[src/rtl/pipe_ctrl_pkg.sv]
// Shared types for the pipeline stall/flush controller.
package pipe_ctrl_pkg;

  typedef enum logic {
    StRun    = 1'b0,
    StMcBusy = 1'b1
  } ctrl_state_t;

  // Per-stage-register control: keep contents, or load a nop.
  typedef struct packed {
    logic hold;
    logic bubble;
  } stage_ctrl_t;

endpackage

[src/rtl/load_use_detect.sv]
// Flags a load in EX whose destination is read by the instruction in ID.
module load_use_detect #(
  parameter int unsigned REG_COUNT = 32
) (
  input  logic [$clog2(REG_COUNT)-1:0] rs1_addr,
  input  logic [$clog2(REG_COUNT)-1:0] rs2_addr,
  input  logic                         uses_rs1,
  input  logic                         uses_rs2,
  input  logic                         mem_read,
  input  logic [$clog2(REG_COUNT)-1:0] rd_addr,
  output logic                         hazard
);

  logic rd_nonzero;
  logic rs1_hit;
  logic rs2_hit;

  // x0 is hardwired to zero, so a load into it never creates a dependency.
  assign rd_nonzero = |rd_addr;
  assign rs1_hit    = uses_rs1 & (rs1_addr == rd_addr);
  assign rs2_hit    = uses_rs2 & (rs2_addr == rd_addr);
  assign hazard     = mem_read & rd_nonzero & (rs1_hit | rs2_hit);

endmodule

[src/rtl/pipeline_hazard_ctrl.sv]
// Central stall/flush controller for the five-stage pipeline, with a multi-cycle
// EX handshake, data-memory freeze, MC timeout detection and hazard counters.
module pipeline_hazard_ctrl
  import pipe_ctrl_pkg::*;
#(
  parameter int unsigned REG_COUNT  = 32,
  parameter int unsigned CNT_WIDTH  = 32,
  parameter int unsigned MC_TIMEOUT = 64
) (
  input  logic                         clk,
  input  logic                         rst,
  input  logic [$clog2(REG_COUNT)-1:0] id_rs1_addr,
  input  logic [$clog2(REG_COUNT)-1:0] id_rs2_addr,
  input  logic                         id_uses_rs1,
  input  logic                         id_uses_rs2,
  input  logic                         ex_mem_read,
  input  logic [$clog2(REG_COUNT)-1:0] ex_rd_addr,
  input  logic                         ex_branch_taken,
  input  logic                         ex_mc_op,
  input  logic                         mc_done,
  input  logic                         mem_req,
  input  logic                         mem_ready,
  output logic                         pc_hold,
  output logic                         pc_redirect,
  output logic                         if_id_hold,
  output logic                         if_id_flush,
  output logic                         id_ex_hold,
  output logic                         id_ex_bubble,
  output logic                         ex_mem_hold,
  output logic                         ex_mem_bubble,
  output logic                         mem_wb_bubble,
  output logic                         mc_start,
  output logic                         mc_error,
  output logic [CNT_WIDTH-1:0]         stall_cnt,
  output logic [CNT_WIDTH-1:0]         flush_cnt
);

  localparam int unsigned TW = $clog2(MC_TIMEOUT + 1);

  ctrl_state_t    state_q, state_d;
  logic           done_pend_q, done_pend_d;
  logic [TW-1:0]  to_cnt_q;
  logic           mc_error_q;
  logic [CNT_WIDTH-1:0] stall_cnt_q;
  logic [CNT_WIDTH-1:0] flush_cnt_q;

  logic        freeze;
  logic        load_use;
  stage_ctrl_t if_id_ctrl;
  stage_ctrl_t id_ex_ctrl;
  stage_ctrl_t ex_mem_ctrl;

  load_use_detect #(
    .REG_COUNT (REG_COUNT)
  ) u_load_use_detect (
    .rs1_addr (id_rs1_addr),
    .rs2_addr (id_rs2_addr),
    .uses_rs1 (id_uses_rs1),
    .uses_rs2 (id_uses_rs2),
    .mem_read (ex_mem_read),
    .rd_addr  (ex_rd_addr),
    .hazard   (load_use)
  );

  assign freeze = mem_req & ~mem_ready;

  always_comb begin
    state_d       = state_q;
    done_pend_d   = done_pend_q;
    pc_hold       = 1'b0;
    pc_redirect   = 1'b0;
    mc_start      = 1'b0;
    mem_wb_bubble = 1'b0;
    if_id_ctrl    = '0;
    id_ex_ctrl    = '0;
    ex_mem_ctrl   = '0;

    unique case (state_q)
      StRun: begin
        if (!freeze) begin
          if (ex_branch_taken) begin
            pc_redirect       = 1'b1;
            if_id_ctrl.bubble = 1'b1;
            id_ex_ctrl.bubble = 1'b1;
          end else if (ex_mc_op) begin
            mc_start           = 1'b1;
            pc_hold            = 1'b1;
            if_id_ctrl.hold    = 1'b1;
            id_ex_ctrl.hold    = 1'b1;
            ex_mem_ctrl.bubble = 1'b1;
            state_d            = StMcBusy;
          end else if (load_use) begin
            pc_hold           = 1'b1;
            if_id_ctrl.hold   = 1'b1;
            id_ex_ctrl.bubble = 1'b1;
          end
        end
      end
      StMcBusy: begin
        pc_hold         = 1'b1;
        if_id_ctrl.hold = 1'b1;
        id_ex_ctrl.hold = 1'b1;
        if (!freeze) begin
          // Exit cycle: EX/MEM neither held nor bubbled, so it captures the result.
          if (mc_done || done_pend_q) begin
            state_d     = StRun;
            done_pend_d = 1'b0;
          end else begin
            ex_mem_ctrl.bubble = 1'b1;
          end
        end else if (mc_done) begin
          done_pend_d = 1'b1;
        end
      end
      default: state_d = StRun;
    endcase

    // Memory wait overrides everything above.
    if (freeze) begin
      pc_hold          = 1'b1;
      if_id_ctrl.hold  = 1'b1;
      id_ex_ctrl.hold  = 1'b1;
      ex_mem_ctrl.hold = 1'b1;
      mem_wb_bubble    = 1'b1;
    end
  end

  assign if_id_hold    = if_id_ctrl.hold;
  assign if_id_flush   = if_id_ctrl.bubble;
  assign id_ex_hold    = id_ex_ctrl.hold;
  assign id_ex_bubble  = id_ex_ctrl.bubble;
  assign ex_mem_hold   = ex_mem_ctrl.hold;
  assign ex_mem_bubble = ex_mem_ctrl.bubble;
  assign mc_error      = mc_error_q;
  assign stall_cnt     = stall_cnt_q;
  assign flush_cnt     = flush_cnt_q;

  always_ff @(posedge clk or posedge rst) begin
    if (rst) begin
      state_q     <= StRun;
      done_pend_q <= 1'b0;
      to_cnt_q    <= '0;
      mc_error_q  <= 1'b0;
      stall_cnt_q <= '0;
      flush_cnt_q <= '0;
    end else begin
      state_q     <= state_d;
      done_pend_q <= done_pend_d;
      if (state_q == StMcBusy) begin
        // Saturate so a long wait never wraps back below the limit.
        if (to_cnt_q != TW'(MC_TIMEOUT)) begin
          to_cnt_q <= to_cnt_q + TW'(1);
        end
        if (to_cnt_q == TW'(MC_TIMEOUT - 1)) begin
          mc_error_q <= 1'b1;
        end
      end else begin
        to_cnt_q <= '0;
      end
      if (pc_hold) begin
        stall_cnt_q <= stall_cnt_q + CNT_WIDTH'(1);
      end
      if (pc_redirect) begin
        flush_cnt_q <= flush_cnt_q + CNT_WIDTH'(1);
      end
    end
  end

endmodule

[config.mk]
export PLATFORM = sky130hd
export DESIGN_NAME = pipeline_hazard_ctrl
export DESIGN_NICKNAME = d
export VERILOG_FILES = /design/src/rtl/pipe_ctrl_pkg.sv /design/src/rtl/load_use_detect.sv /design/src/rtl/pipeline_hazard_ctrl.sv
export SDC_FILE = /design/constraint.sdc
export NUM_CORES = 1
export LEC_CHECK = 0
export CAP_MARGIN = 20
export CORE_MARGIN = 5
export CORE_UTILIZATION = 25
export DETAILED_ROUTE_END_ITERATION = 12
export SYNTH_ARGS = -nofsm -noshare
export SYNTH_HDL_FRONTEND = slang
export SYNTH_SLANG_ARGS = --single-unit
[constraint.sdc]
create_clock -name clk -period 2.69 [get_ports clk]
set_input_delay 0.269 -clock clk [delete_from_list [all_inputs] [get_ports clk]]
set_output_delay 0.269 -clock clk [all_outputs]
set_load 0.01 [all_outputs]
==> results of run 1 <==
## cell usage after synthesis, drive strengths merged
| library cell | count | area share [%] |
|---|---|---|
| dfrtp | 74 | 50 |
| nand2 | 25 | 2.6 |
| and2 | 5 | 0.85 |
| or3 | 5 | 0.85 |
| nor2b | 1 | 0.17 |
| or4 | 2 | 0.51 |
| o21ai | 3 | 0.41 |
| nor4 | 15 | 4.7 |
| and4 | 6 | 1.4 |
| nand2b | 2 | 0.34 |
| nor3 | 8 | 1.2 |
| nand3 | 24 | 3.3 |
| xnor2 | 35 | 8.5 |
| o31a | 1 | 0.24 |
| and3 | 12 | 2.0 |
| clkbuf | 3 | 0.31 |
| buf | 5 | 1.2 |
| a32oi | 1 | 0.24 |
| mux2 | 2 | 0.61 |
| nor2 | 20 | 2.0 |
| inv | 13 | 1.3 |
| xor2 | 42 | 10 |
| a21oi | 4 | 0.54 |
| ha | 4 | 1.4 |
| a31o | 1 | 0.24 |
| nand4 | 14 | 3.0 |
| clkinv | 1 | 0.10 |
| or4b | 1 | 0.27 |
| nand4b | 1 | 0.24 |
| or2 | 1 | 0.17 |
| nor4b | 2 | 0.82 |
| nor3b | 1 | 0.20 |
## cell families (layout without fill, tap and decap cells)
| logic type | Yosys count | count (layout) | synth area share (%) |
|---|---|---|---|
| compound gates | 10 | 10 | 1.67 |
| xor+xnor | 77 | 77 | 18.5 |
| fa+ha+maj | 4 | 4 | 1.36 |
| buf+inv | 22 | 142 | 2.89 |
| flops | 74 | 74 | 50.3 |
| mux | 2 | 2 | 0.612 |
| simple gates | 145 | 145 | 24.6 |
## where the power goes
part | switching, mW | total [mW] | internal [mW]
logic | 0.442 | 0.879 | 0.437
clock network | 0.478 | 1.13 | 0.649
registers | 0.170 | 1.41 | 1.24
total | 1.09 | 3.41 | 2.33
## per-stage QoR
step / setup slack, ns / power, mW / hold slack, ns
2_1_floorplan: 0.539 / 1.85 / 0.449
3_3_place_gp: 0.0496 / 2.31 / 0.455
3_5_place_dp: -0.0229 / 2.32 / 0.454
4_1_cts: 0.00122 / 3.49 / 0.0843
5_1_grt: 0.136 / 3.63 / 0.0901
6_report: 0.222 / 3.41 / 0.102
## worst paths after layout
path	cells after the start	slack (ns)	end	start
hold reg to reg	1	0.46	flush_cnt[31]$_DFFE_PP0P_	flush_cnt[31]$_DFFE_PP0P_
max in group asynchronous	3	2.03	flush_cnt[22]$_DFFE_PP0P_	rst
setup / recovery	7	0.22	id_ex_bubble	ex_rd_addr[0]
hold / removal	2	0.10	flush_cnt[0]$_DFFE_PP0P_	rst
min in group clk	1	0.46	flush_cnt[31]$_DFFE_PP0P_	flush_cnt[31]$_DFFE_PP0P_
setup reg to reg	6	0.48	stall_cnt[29]$_DFFE_PP0P_	stall_cnt[3]$_DFFE_PP0P_
## worst max-delay path, stage by stage
cell	delay, ns
clkdlybuf4s50_1	0.47
or4_1	0.53
o21ai_0	0.25
nor2_1	0.07
nor2_1	0.08
nor2_1	0.04
clkdlybuf4s50_1	0.49
## flip-flops by register name, summed over array words and instances (netlist names)
| signal | flops |
|---|---|
| stall_cnt | 32 |
| to_cnt_q | 7 |
| mc_error | 1 |
| flush_cnt | 32 |
| done_pend_q | 1 |
| state_q | 1 |
## metal layers
layer,share of wire (%),up-vias,track usage (%)
met3,5.6,14,4.66
met2,49,63,17.8
met4,1.5,0,3.14
met1,44,1410,13.2
met5,0,-,0
li1,-,1383,-
## area by class of cell
class | instances | share of cell area [%]
clock buffers | 10 | 4.57
multi-input cells | 238 | 33.0
inverters | 14 | 1.00
well taps | 184 | 4.40
clock inverters | 6 | 0.813
repair buffers | 112 | 20.8
flip-flops and latches | 74 | 35.4
## timing repair
action,CTS,global route
pin swaps,1,1
gates resized for setup,1,2
endpoints found under the setup margin,2,1
==> impl_metrics.env, run 1 <==
export IMPL_grt_pass1_vias=3037
export IMPL_critPathCaptureType="primary output"
export IMPL_synthCells=334
export IMPL_placementRows=44
export IMPL_drive_gt1_share_pct=12.1
export IMPL_layout_filler_cells=1446
export IMPL_core_region_area_mm2=0.0145
export IMPL_htreeDepth=3
export IMPL_all_layer_global_routing_usage_pct=10.9
export IMPL_synth_warning_count=0
export IMPL_layout_cells_most_common_list="clkdlybuf4s50_1, dfrtp_1, xor2_1"
export IMPL_syn_num_nets=363
export IMPL_holdBufCountCts=0
export IMPL_timing_critical_path_required_ns=2.42
export IMPL_cp_data_arrival_time_ns=2.20
export IMPL_worstHoldPathType="primary input to async pin"
export IMPL_clk_transition_reported_paths_ns=0.06
export IMPL_static_leakage_power_nw=2.13
export IMPL_layout_worst_path_cycle_share_pct=91.7
export IMPL_layout_min_cycle_time_ns=2.47
export IMPL_tritoncts_clock_tree="built"
export IMPL_finalSetupTns_ns=0
export IMPL_leading_cell_type_in_the_layout_fill_and_taps_excluded="clkdlybuf4s50_1"
export IMPL_postCtsSetupBuffers=0
export IMPL_finalNonFillerCells=638
export IMPL_die_area_mm2=0.0172
export IMPL_num_vias=2870
export IMPL_antenna_found_initial=0
export IMPL_post_dp_hpwl_um=6890
export IMPL_total_area_of_multi_input_combinational_cells_mm2=0.00173
export IMPL_flow_area_growth_from_synthesis_pct=42.2
export IMPL_finalHoldViolations=0
export IMPL_synth_lib_cells_used_distinct=43
export IMPL_die_height_um=131
export IMPL_cellPowerDensity_mw_per_mm2=653
export IMPL_cts_root_buffer="clkbuf_16"
export IMPL_postRouteAntennaNets=0
export IMPL_first_drt_pass_iteration_count=4
export IMPL_clock_latency_ns=0.34
export IMPL_clkSinkCount=74
export IMPL_place_congestion=0.775
export IMPL_nNetsFinal=478
export IMPL_worstPathMaxFanout=3
export IMPL_crit_type="primary input to primary output"
export IMPL_maxSlewHeadroom_pct=53.8
export IMPL_synth_seq_cells=74
export IMPL_finalCoreUtilization_pct=36.1
export IMPL_final_max_slew_violation_count=0
export IMPL_place_area_mm2=0.00494
export IMPL_chipWidth_um=131
export IMPL_grt_setup_unrepaired="no"
export IMPL_timing_final_setup_violations=0
export IMPL_grt_start_max_net_pins=30
export IMPL_fmax_mhz=405
export IMPL_wl_per_cell_um=14.4
export IMPL_ioPinCount=100
export IMPL_post_route_drc_count=0
export IMPL_postSynthAreaPerCell_um2=11.0
export IMPL_mappedNetlistArea_mm2=0.00368
export IMPL_numPortBuffers=99
export IMPL_grt_first_pass_wirelength_um=15500
export IMPL_grt_overflow_total=0
export IMPL_worst_pin_slew_ns=0.691
export IMPL_viasPerCell=4.50
export IMPL_vdd_drop_max_uv=321
export IMPL_synth_sequential_area_ratio_pct=50.3
export IMPL_fin_area_mm2=0.00523
export IMPL_result_of_the_run="finished clean"
export IMPL_register_area_mm2=0.00185
export IMPL_dp_cells=622
export IMPL_skew_ns=0.00827
export IMPL_timing_max_cap_violations=0
export IMPL_cts_root_to_sink_buffers=2
export IMPL_diodes=0
export IMPL_numCtsBuffers=9
export IMPL_detail_route_wirelength_um=9180
export IMPL_initial_drc_count=97
export IMPL_crit_path_start_kind="primary input"
export IMPL_floorplan_initialDensity_pct=25.4
(Power assumes the default switching activity.)
==> inputs of run 2 (changes only) <==
- GPL_TIMING_DRIVEN: not set -> 1
==> results of run 2 <==
Same layout as run 1: the final DEF is identical, and so are final timing and power.
